--- src/rtl/edge_pixel_packer.sv ---
// rtl/edge_pixel_packer.sv - packs 4-bit edge pixels into 32-bit words and writes them out via req/ack
// Optional build macro PACKER_THRESHOLD_EN adds a thresh input that zeroes pixels below it.
module edge_pixel_packer #(
    parameter int unsigned FRAME_PIXELS = 4096,
    parameter int unsigned FIFO_DEPTH   = 4,
    parameter logic [31:0] BASE_ADDR    = 32'h0000_0000
) (
    input  logic        clk,
    input  logic        n_rst,
    input  logic        frame_start,
    input  logic [3:0]  pixel,
    input  logic        pixel_valid,
`ifdef PACKER_THRESHOLD_EN
    input  logic [3:0]  thresh,
`endif
    output logic        write_req,
    output logic [31:0] write_addr,
    output logic [31:0] write_data,
    input  logic        write_ack,
    output logic        busy,
    output logic        frame_done,
    output logic        overflow
);

    localparam int CNT_W = $clog2(FRAME_PIXELS + 1);
    localparam int PTR_W = $clog2(FIFO_DEPTH);
    localparam logic [CNT_W-1:0] LAST_PIX = CNT_W'(FRAME_PIXELS - 1);
    localparam logic [PTR_W:0]   FULL_CNT = (PTR_W + 1)'(FIFO_DEPTH);

    typedef enum logic [1:0] {
        S_IDLE   = 2'd0,
        S_ACTIVE = 2'd1,
        S_FLUSH  = 2'd2,
        S_DONE   = 2'd3
    } state_t;

    state_t             state_q;
    logic [CNT_W-1:0]   pix_cnt_q;
    logic [2:0]         nib_idx_q;
    logic [31:0]        word_q;
    logic               pend_q;
    logic [31:0]        pend_word_q;
    logic [31:0]        mem_q [FIFO_DEPTH];
    logic [PTR_W-1:0]   wr_ptr_q;
    logic [PTR_W-1:0]   rd_ptr_q;
    logic [PTR_W:0]     fifo_cnt_q;
    logic [PTR_W:0]     fifo_cnt_d;
    logic [31:0]        addr_q;
    logic               ovf_q;
    logic               busy_q;
    logic               done_q;

    logic [3:0]         pix_stored;
    logic               accept;
    logic               last_pix;
    logic               word_full;
    logic [31:0]        word_next;
    logic               pop;
    logic               full;
    logic               push_ok;
    logic               drop;

    always_comb begin
`ifdef PACKER_THRESHOLD_EN
        pix_stored = (pixel < thresh) ? 4'h0 : pixel;
`else
        pix_stored = pixel;
`endif
    end

    assign accept    = (state_q == S_ACTIVE) && pixel_valid;
    assign last_pix  = (pix_cnt_q == LAST_PIX);
    assign word_full = accept && ((nib_idx_q == 3'd7) || last_pix);
    assign word_next = word_q | ({28'h0, pix_stored} << {nib_idx_q, 2'b00});

    assign write_req  = (fifo_cnt_q != '0);
    assign write_data = write_req ? mem_q[rd_ptr_q] : 32'h0;
    assign write_addr = addr_q;
    assign busy       = busy_q;
    assign frame_done = done_q;
    assign overflow   = ovf_q;

    // A completed word sits one cycle in pend_* before entering the FIFO;
    // a full FIFO still accepts it when the head pops in the same cycle.
    assign pop     = write_req && write_ack;
    assign full    = (fifo_cnt_q == FULL_CNT);
    assign push_ok = pend_q && (!full || pop);
    assign drop    = pend_q && full && !pop;

    always_comb begin
        fifo_cnt_d = fifo_cnt_q;
        if (push_ok && !pop) begin
            fifo_cnt_d = fifo_cnt_q + (PTR_W + 1)'(1);
        end else if (!push_ok && pop) begin
            fifo_cnt_d = fifo_cnt_q - (PTR_W + 1)'(1);
        end
    end

    always_ff @(posedge clk) begin
        if (n_rst && push_ok) begin
            mem_q[wr_ptr_q] <= pend_word_q;
        end
    end

    always_ff @(posedge clk) begin
        if (!n_rst) begin
            state_q     <= S_IDLE;
            pix_cnt_q   <= '0;
            nib_idx_q   <= 3'd0;
            word_q      <= 32'h0;
            pend_q      <= 1'b0;
            pend_word_q <= 32'h0;
            wr_ptr_q    <= '0;
            rd_ptr_q    <= '0;
            fifo_cnt_q  <= '0;
            addr_q      <= BASE_ADDR;
            ovf_q       <= 1'b0;
            busy_q      <= 1'b0;
            done_q      <= 1'b0;
        end else begin
            pend_q     <= word_full;
            if (word_full) begin
                pend_word_q <= word_next;
            end
            fifo_cnt_q <= fifo_cnt_d;
            if (push_ok) begin
                wr_ptr_q <= wr_ptr_q + PTR_W'(1);
            end
            if (pop) begin
                rd_ptr_q <= rd_ptr_q + PTR_W'(1);
                addr_q   <= addr_q + 32'd4;
            end
            if (drop) begin
                ovf_q <= 1'b1;
            end
            done_q <= 1'b0;

            case (state_q)
                S_IDLE: begin
                    if (frame_start) begin
                        state_q   <= S_ACTIVE;
                        pix_cnt_q <= '0;
                        nib_idx_q <= 3'd0;
                        word_q    <= 32'h0;
                        ovf_q     <= 1'b0;
                        addr_q    <= BASE_ADDR;
                        busy_q    <= 1'b1;
                    end
                end
                S_ACTIVE: begin
                    if (accept) begin
                        pix_cnt_q <= pix_cnt_q + CNT_W'(1);
                        if (word_full) begin
                            nib_idx_q <= 3'd0;
                            word_q    <= 32'h0;
                        end else begin
                            nib_idx_q <= nib_idx_q + 3'd1;
                            word_q    <= word_next;
                        end
                        if (last_pix) begin
                            state_q <= S_FLUSH;
                        end
                    end
                end
                S_FLUSH: begin
                    if ((fifo_cnt_q == '0) && !pend_q) begin
                        state_q <= S_DONE;
                        busy_q  <= 1'b0;
                        done_q  <= 1'b1;
                    end
                end
                default: begin
                    state_q <= S_IDLE;
                end
            endcase
        end
    end

endmodule

--- config.mk ---
export PLATFORM = sky130hd
export DESIGN_NAME = edge_pixel_packer
export DESIGN_NICKNAME = d
export VERILOG_FILES = /design/src/rtl/edge_pixel_packer.sv
export SDC_FILE = /design/constraint.sdc
export NUM_CORES = 1
export LEC_CHECK = 0
export CAP_MARGIN = 20
export CORE_MARGIN = 3
export CORE_UTILIZATION = 66
export CTS_BUF_LIST = sky130_fd_sc_hd__clkbuf_8
export CTS_CLUSTER_SIZE = 14
export DETAILED_ROUTE_END_ITERATION = 8
export GPL_TIMING_DRIVEN = 1
export PLACE_DENSITY = 0.88
export SYNTH_ARGS = -nofsm -noshare
export SYNTH_HDL_FRONTEND = slang
export SYNTH_SLANG_ARGS = --single-unit
--- constraint.sdc ---
create_clock -name clk -period 6.2 [get_ports clk]
set_input_delay 0.93 -clock clk [delete_from_list [all_inputs] [get_ports clk]]
set_output_delay 0.93 -clock clk [all_outputs]
set_load 0.05 [all_outputs]
==> results of run 1 <==
## registers in the layout, summed over array words and instances (netlist names), 3 cells and up, named ones only
name / count
mem_q: 128
pend_word_q: 32
word_q: 32
write_addr: 30
pix_cnt_q: 13
fifo_cnt_q: 3
nib_idx_q: 3
## per-stage QoR
stage | util | power, mW
3_5_place_dp | 0.7322 | 2.086
6_report | 0.7812 | 3.378
2_1_floorplan | - | 2.015
4_1_cts | 0.7782 | 3.385
5_1_grt | 0.7812 | 3.487
3_3_place_gp | 0.7305 | 2.079
## layer usage
metal	share of wire	wire length [um]	GRT usage	vias up
met4	0.029	733	0.09502	0
met5	0	0	0	-
li1	-	-	-	3584
met1	0.40	10100	0.3728	3837
met2	0.49	12340	0.4573	399
met3	0.075	1883	0.05514	53
## cells in the mapped netlist, drive strengths merged (2+ instances only)
cell type	number
nand2	33
and3	10
o211a	32
nand3	49
mux4	32
dfxtp	125
o41ai	2
and4	3
nor4b	2
buf	17
nand3b	2
nor3b	3
o21ai	11
inv	17
a32oi	34
clkbuf	63
nor2b	34
nor4	8
edfxtp	128
nand4	39
xnor2	12
and2	35
nor3	10
a21oi	91
or3	10
mux2i	9
and3b	3
nor2	32
o31ai	9
or4	11
nand2b	6
ha	13
xor2	6
## worst paths after layout
check	from	slack, ns	to	cells past startpoint
max	flop	2.24	write_data[13]	4
min	pix_cnt_q[12]$_SDFFE_PN0P_	0.48	pix_cnt_q[12]$_SDFFE_PN0P_	2
max reg2reg	pix_cnt_q[0]$_SDFFE_PN0P_	3.69	pend_word_q[5]$_SDFFE_PN0P_	7
min reg2reg	pix_cnt_q[12]$_SDFFE_PN0P_	0.48	pix_cnt_q[12]$_SDFFE_PN0P_	2
## worst reg2reg max path: cells and delay by family (launching register included)
kind / cells / cell delay, ns
and+or+nand+nor: 2 / 0.55
buffers and inverters: 2 / 0.63
AOI/OAI and AO/OA: 2 / 0.62
DFF: 1 / 0.42
adders and majority gates: 1 / 0.23
## final cells by class
type                            instances  area [sq um]  area share
Sequential cell                       253          6347      0.5078
Multi-Input combinational cell        560          4158      0.3326
Timing Repair Buffer                   92         920.9     0.07367
Clock buffer                           46         633.1     0.05065
Tap cell                              216         270.3     0.02162
Clock inverter                         24         103.9    0.008308
Inverter                               17         66.31    0.005305
## logic make-up after synthesis
group	after synthesis
flops	253
mux	42
other cells	1
compound gates	193
buf+inv	97
simple gates	291
xor+xnor	18
fa+ha+maj	14
## report_power, final
part	total (mW)	internal (mW)	switching [mW]
clock network	1.32	0.677	0.638
logic	0.297	0.0782	0.219
registers	1.77	1.75	0.0134
## layout by cell type, fill, tap and decap left out, types with 3 or more instances in the layout
cell             synthesis  final
nand4_1                 39     39
nor3b_1                  3      3
clkbuf_8                 0     46
xnor2_1                 12     12
nand3_1                 49     49
clkdlybuf4s50_1          0     74
inv_1                   16     29
mux2i_1                  9      9
mux4_2                  32     32
nor2b_1                 34     34
o211a_1                 32     32
clkinv_1                 0      6
and2_1                  35     35
nor3_1                  10     10
a21oi_1                 91     91
nand2b_1                 6      6
clkinv_2                 0      3
nor2_1                  32     29
nor4_1                   8      8
and4_1                   3      3
dfxtp_1                125    124
and3_1                  10     10
or3_1                    9      9
xor2_1                   6      6
o21ai_0                 11     11
or4_1                   11     11
o31ai_1                  9      9
ha_1                    13     13
edfxtp_1               128    128
buf_4                    2     14
nand2_1                 33     33
and3b_1                  3      3
a32oi_1                 34     34
==> impl_metrics.ini, run 1 <==
[grt]
grt_pass1_vias = 7384
grt_max_degree = 69
antenna_found_initial = 0
grt.total_usage = 0.2774
grt_pass1_wl_um = 39850
grt_overflow = 0

[cts]
htreeDepth = 2
clockBufferDepth = 3
clkTransAtPathRegs_ns = 0.06
clock_sink_count = 253
post-cts-setup-buffers = 0
cts_resized = 0
cts_tree = done
cts_buffers = 39
clock-root-buffer = clkbuf_8
cts_hold_buf = 0
insertion_delay_ns = 0.54

[synth]
yosysSeqAreaShare = 0.5833
synth_top_family_by_area = simple AND/OR/NAND/NOR gates
synth_edf_count = 128
synth_compound_area_frac = 0.1227
syn_area_sq_um = 10880
synthArstFlopShare = 0
synth_warnings = 0
yosys.area_share.adder = 0.01679
synth_mux_area_frac = 0.07555
syn_avg_cell_area_sq_um = 11.97
synth_cell_types = 56
synthTopCellsByArea = edfxtp_1, dfxtp_1, mux4_2, a21oi_1, o211a_1
ys_ff_latch = 253
yosysTopAreaCell = edfxtp_1
synth-main-ff-cell = edfxtp_1
netlist_instances = 909
synth-xor-area-share = 0.01449
yosys.area_share.simple = 0.1501
yosysTopAreaCellShare = 0.3533

[timing]
tns_ns = 0
relSlewSlack = 0.3349
worst_pin_slew_ns = 0.9977
fmax_ghz = 0.2524
clock_skew_ns = 0.02443
setup_viol = 0
setup_slack_ns = 2.238
drv_slew = 0
holdWs_ns = 0.4770
min_period_ns = 3.962
fin_crit_sh = 0.6391
hold_viol = 0
rsz0062_at_grt = no

[floorplan]
rows = 46
die_width_um = 134.4
die_h_um = 134.4
die_area_sq_um = 18060
start_util = 0.6800
core_sq_um = 16000
ioPinCount = 77

[detailed_routing]
vias = 7873
drtIter0Drc = 824
drc = 0
vias_per_cell = 6.517
wire_per_inst_um = 20.75
drt_pass1_iterations = 6
routed_wl_um = 25060
antenna_left = 0

[setup_path]
cp_top_family = buffers and inverters
crit_required_ns = 5.27
crit_slowest_cell = dfxtp_2
cp_max_fo = 17
path_cells = buf_16 -> mux4_2 -> and2_1 -> clkdlybuf4s50_1
path_buf_inv = 2
path_class = reg -> out
max_stage_delay_ns = 0.80
crit_path_end_kind = output pin
critPathLaunchType = flop
crit_arrival_ns = 3.03

[hold_path]
min_path_type = reg -> reg

[placement]
io_buffers = 74
dp.final_hpwl_um = 14610
placed_cells = 1135
placed_area_sq_um = 11720
place_ws_ns = 2.751
globalplace.congestion = 0.7763

[cells_and_area]
nets = 986
drive_above_1_share = 0.1119
syn_to_final_growth_pct = 14.88
n_fill_cell = 959
fin_cells = 1208
post-route-cell-area_sq_um = 12500
diodes = 0

[power_and_ir_drop]
vdd_drop_max_mv = 0.2385
p_leak_nw = 4.816
power_density_nw_per_um2 = 270.3

[run_status]
status = complete, no violations

[run]
cap_viol_max_count = 0
(Power assumes the default switching activity.)
==> inputs of run 2 (changes only) <==
Settings changed: CORE_UTILIZATION 66 to 55, PLACE_DENSITY 0.88 to 0.78.
Clock period 6.2 ns to 3.2 ns, I/O delays scaled along.
==> impl_metrics.ini, run 2 (synthesis gave the netlist of run 1 again) <==
[setup_path]
cp_max_fo = 33
crit_slowest_cell = clkdlybuf4s50_1
critPathLaunchType = flop
crit_path_end_kind = output pin
crit_arrival_ns = 2.32
crit_required_ns = 2.72
max_stage_delay_ns = 0.88
path_class = reg -> out
path_cells = or3_1 -> buf_4 -> clkdlybuf4s50_1

[cts]
clock_sink_count = 253
htreeDepth = 2
cts_hold_buf = 0
post-cts-setup-buffers = 0
insertion_delay_ns = 0.53
clockBufferDepth = 3
cts_tree = done
cts_resized = 0
clock-root-buffer = clkbuf_8
clkTransAtPathRegs_ns = 0.06
cts_buffers = 42

[placement]
globalplace.congestion = 0.7614
dp.final_hpwl_um = 13590
place_ws_ns = 0.4074
placed_area_sq_um = 11730
io_buffers = 74

[cells_and_area]
syn_to_final_growth_pct = 14.88
register_area_sq_um = 6347
diodes = 0
drive_above_1_share = 0.1497
post-route-cell-area_sq_um = 12500
largest_register = mem_q
reg_top3 = mem_q: 128 flops, pend_word_q: 32 flops, word_q: 32 flops
nets = 991
n_fill_cell = 1456
multi_input_area_sq_um = 4158
layout_commonest_cell = edfxtp_1
final_cell_mix = edfxtp_1, dfxtp_1, a21oi_1, buf_4
largest_reg_flops = 128

[detailed_routing]
routed_wl_um = 22550
vias = 7594
vias_per_cell = 6.051
wire_per_inst_um = 17.97
drc = 0
drtIter0Drc = 548
antenna_left = 0
drt_pass1_iterations = 5

[timing]
rsz0062_at_grt = no
hold_viol = 0
min_period_ns = 2.802
fmax_ghz = 0.3568
setup_viol = 0
drv_slew = 0
clock_skew_ns = 0.01269
tns_ns = 0
fin_crit_sh = 0.8757
relSlewSlack = 0.3928
worst_pin_slew_ns = 0.9038
setup_slack_ns = 0.3976

[grt]
grt_pass1_wl_um = 37490
grt.total_usage = 0.2093
grt_pass1_vias = 7377
grt_max_degree = 69
antenna_found_initial = 0
grt_overflow = 0

[floorplan]
core_sq_um = 19080
rows = 50
die_area_sq_um = 21510
start_util = 0.5702
die_h_um = 146.7
die_width_um = 146.7
ioPinCount = 77

[power_and_ir_drop]
vdd_drop_max_mv = 0.3257
p_leak_nw = 4.894
power_density_nw_per_um2 = 527.2

[hold_path]
min_path_type = reg -> reg

[run]
cap_viol_max_count = 0

[run_status]
status = complete, no violations
run 2: stage by stage:
stage,util,hold slack (ns),std cells,total power [mW]
floorplan,-,0.4467,910,3.903
global placement,0.6149,0.4551,1184,4.070
detailed placement,0.6149,0.4664,1184,4.079
CTS,0.6551,0.4737,1255,6.650
global route,0.6551,0.5171,1255,6.855
finish,0.6551,0.4755,1255,6.590
run 2: final timing paths:
check | startpoint | to | slack (ns) | cells after the start
max | fifo_cnt_q[0]$_SDFFE_PN0P_ | write_req | 0.40 | 3
min | pix_cnt_q[12]$_SDFFE_PN0P_ | pix_cnt_q[12]$_SDFFE_PN0P_ | 0.48 | 2
max reg2reg | pix_cnt_q[0]$_SDFFE_PN0P_ | word_q[1]$_SDFFE_PN0P_ | 0.88 | 6
min reg2reg | pix_cnt_q[12]$_SDFFE_PN0P_ | pix_cnt_q[12]$_SDFFE_PN0P_ | 0.48 | 2
run 2: critical path, delay by kind of cell (launching register included):
family | cells | cell delay (ns)
AND/OR/NAND/NOR | 1 | 0.17
buffers and inverters | 2 | 1.15
flip-flops | 1 | 0.45
run 2: layout make-up:
class	instances	share of cell area
clock inverter	22	0.007407
tap	260	0.02603
multi-input combinational	560	0.3326
inverter	17	0.005305
timing repair buffer	94	0.06687
sequential	253	0.5078
clock buffer	49	0.05395
run 2: metal layers:
| metal | part of all wire | up-vias | track usage |
|---|---|---|---|
| li1 | - | 3591 | - |
| met1 | 0.45 | 3752 | 0.2893 |
| met2 | 0.48 | 213 | 0.3360 |
| met3 | 0.048 | 38 | 0.04004 |
| met4 | 0.019 | 0 | 0.06867 |
| met5 | 0 | - | 0 |
run 2: power by group:
group / total (mW) / internal (mW) / switching, mW
clock: 2.57 / 1.38 / 1.19
sequential: 3.42 / 3.40 / 0.0245
combinational: 0.596 / 0.170 / 0.426
total: 6.59 / 4.95 / 1.64
==> inputs of run 3 (changes only) <==
Settings changed: CORE_UTILIZATION 55 to 53, CTS_BUF_LIST sky130_fd_sc_hd__clkbuf_8 to not set, PLACE_DENSITY 0.78 to 0.76.
==> impl_metrics.ini, run 3 (synthesis gave the netlist of run 1 again) <==
[cts]
insertion_delay_ns = 0.51
post-cts-setup-buffers = 0
clockBufferDepth = 3
cts_hold_buf = 0
clock-root-buffer = clkbuf_16
cts_tree = done
cts_resized = 0
cts_buffers = 25
htreeDepth = 1
clock_sink_count = 253
clkTransAtPathRegs_ns = 0.06

[power_and_ir_drop]
vdd_drop_max_mv = 0.3918
comb_power_share = 0.084
seq_power_share = 0.501
p_clk_frac = 0.415
switchingPower_mw = 1.619
switching_share = 0.2370
finalPower_mw = 6.829
p_int_mw = 5.210
power_density_nw_per_um2 = 544.3
p_leak_nw = 4.838

[placement]
globalplace.congestion = 0.7862
place_ws_ns = 0.3876
placed_area_sq_um = 11750
io_buffers = 74
dp.final_hpwl_um = 13520
placed_cells = 1190

[setup_path]
timing.rr.end = fifo_cnt_q[2]$_SDFFE_PN0P_
critPathLaunchType = flop
crit_path_end = write_req
crit_required_ns = 2.72
r2r-start = fifo_cnt_q[0]$_SDFFE_PN0P_
ff2ff_path_depth = 8
r2r_slack_ns = 0.85
path_buf_inv = 1
crit_arrival_ns = 2.32
crit_slowest_cell = clkdlybuf4s50_1
cp_num_cells = 2
max_stage_delay_ns = 0.89
path_class = reg -> out
path_cells = or3_1 -> clkdlybuf4s50_1
crit_path_start = fifo_cnt_q[0]$_SDFFE_PN0P_
cp_max_fo = 6
crit_path_end_kind = output pin
cp_top_family = buffers and inverters

[timing]
holdWs_ns = 0.4795
clock_skew_ns = 0.01071
rsz0062_at_grt = no
worst_pin_slew_ns = 0.9988
setup_viol = 0
relSlewSlack = 0.3327
fmax_ghz = 0.3576
setup_slack_ns = 0.4035
tns_ns = 0
min_period_ns = 2.796
hold_viol = 0
drv_slew = 0
fin_crit_sh = 0.8739

[cells_and_area]
syn_to_final_growth_pct = 15.31
drive_above_1_share = 0.1361
largest_register = mem_q
post-route-cell-area_sq_um = 12550
layout_commonest_cell = edfxtp_1
nets = 975
largest_reg_flops = 128
reg_top3 = mem_q: 128 flops, pend_word_q: 32 flops, word_q: 32 flops
finish.utilization = 0.6322
diodes = 0
fin_cells = 1235
final_cell_mix = edfxtp_1, dfxtp_1, a21oi_1, buf_4, nand3_1

[grt]
antenna_found_initial = 0
grt_pass1_wl_um = 38090
grt_overflow = 0
grt_max_degree = 69
grt_pass1_vias = 7237
grt.total_usage = 0.2076

[floorplan]
rows = 51
die_area_sq_um = 22280
start_util = 0.5483
die_h_um = 149.3
ioPinCount = 77
die_width_um = 149.3
core_sq_um = 19850

[detailed_routing]
routed_wl_um = 22750
dr.max_layer_used = met4
drtIter0Drc = 488
wl_met1_um = 9927
vias = 7385
wl_met2_um = 11220
antenna_left = 0
drc = 0
wire_per_inst_um = 18.42
drt_pass1_iterations = 4
dr_wl_met3_um = 1230
vias_per_cell = 5.980

[run_status]
status = complete, no violations

[run]
cap_viol_max_count = 0

[hold_path]
min_path_type = reg -> reg
==> run 3: changes by cell type in the layout (fill, tap and decap cells not counted), sizes merged <==
cell,delta
bufinv,+2
clkbuf,-19
buf,+1
inv,-12
clkinvlp,+3
==> run 3: worst min path at each step <==
| stage | start | to | slack (ns) | cells after the start |
|---|---|---|---|---|
| floorplan | pix_cnt_q[12]$_SDFFE_PN0P_ | pix_cnt_q[12]$_SDFFE_PN0P_ | 0.45 | 2 |
| global placement | pix_cnt_q[12]$_SDFFE_PN0P_ | pix_cnt_q[12]$_SDFFE_PN0P_ | 0.46 | 2 |
| detailed placement | overflow$_SDFF_PN0_ | overflow$_SDFF_PN0_ | 0.47 | 2 |
| CTS | write_addr[30]$_SDFF_PN0_ | write_addr[30]$_SDFF_PN0_ | 0.48 | 2 |
| global route | write_addr[17]$_SDFF_PN0_ | write_addr[17]$_SDFF_PN0_ | 0.52 | 2 |
| finish | overflow$_SDFF_PN0_ | overflow$_SDFF_PN0_ | 0.48 | 2 |
==> run 3: routing by layer <==
metal | GRT usage | up-vias
met5 | 0 | -
met4 | 0.04760 | 0
met3 | 0.02947 | 30
met1 | 0.2920 | 3581
met2 | 0.3460 | 222
li1 | - | 3552
==> run 3: worst reg2reg max path: cells and delay by family (launching register included) <==
kind                       cells  cell delay [ns]
DFF                            1             0.47
buffers and inverters          1             0.06
xor gates and xnor gates       1             0.16
and+or+nand+nor                3             0.81
AOI/OAI and AO/OA              1             0.14
adders and majority gates      2             0.67
==> run 3: area by class of cell <==
cell class | instances | area, sq um
Inverter | 17 | 66.31
Timing Repair Buffer | 95 | 843.3
Clock inverter | 15 | 123.9
Tap cell | 265 | 331.6
Sequential cell | 253 | 6347
Multi-Input combinational cell | 560 | 4158
Clock buffer | 30 | 675.6
Fill cell | 1526 | 7300
==> run 3: power groups by stage <==
stage / registers [mW] / logic, mW / clock network, mW
finish: 3.42 / 0.574 / 2.83
CTS: 3.42 / 0.570 / 2.88
detailed placement: 3.49 / 0.568 / 0
floorplan: 3.50 / 0.401 / 0
global route: 3.42 / 0.632 / 3.01
global placement: 3.49 / 0.564 / 0
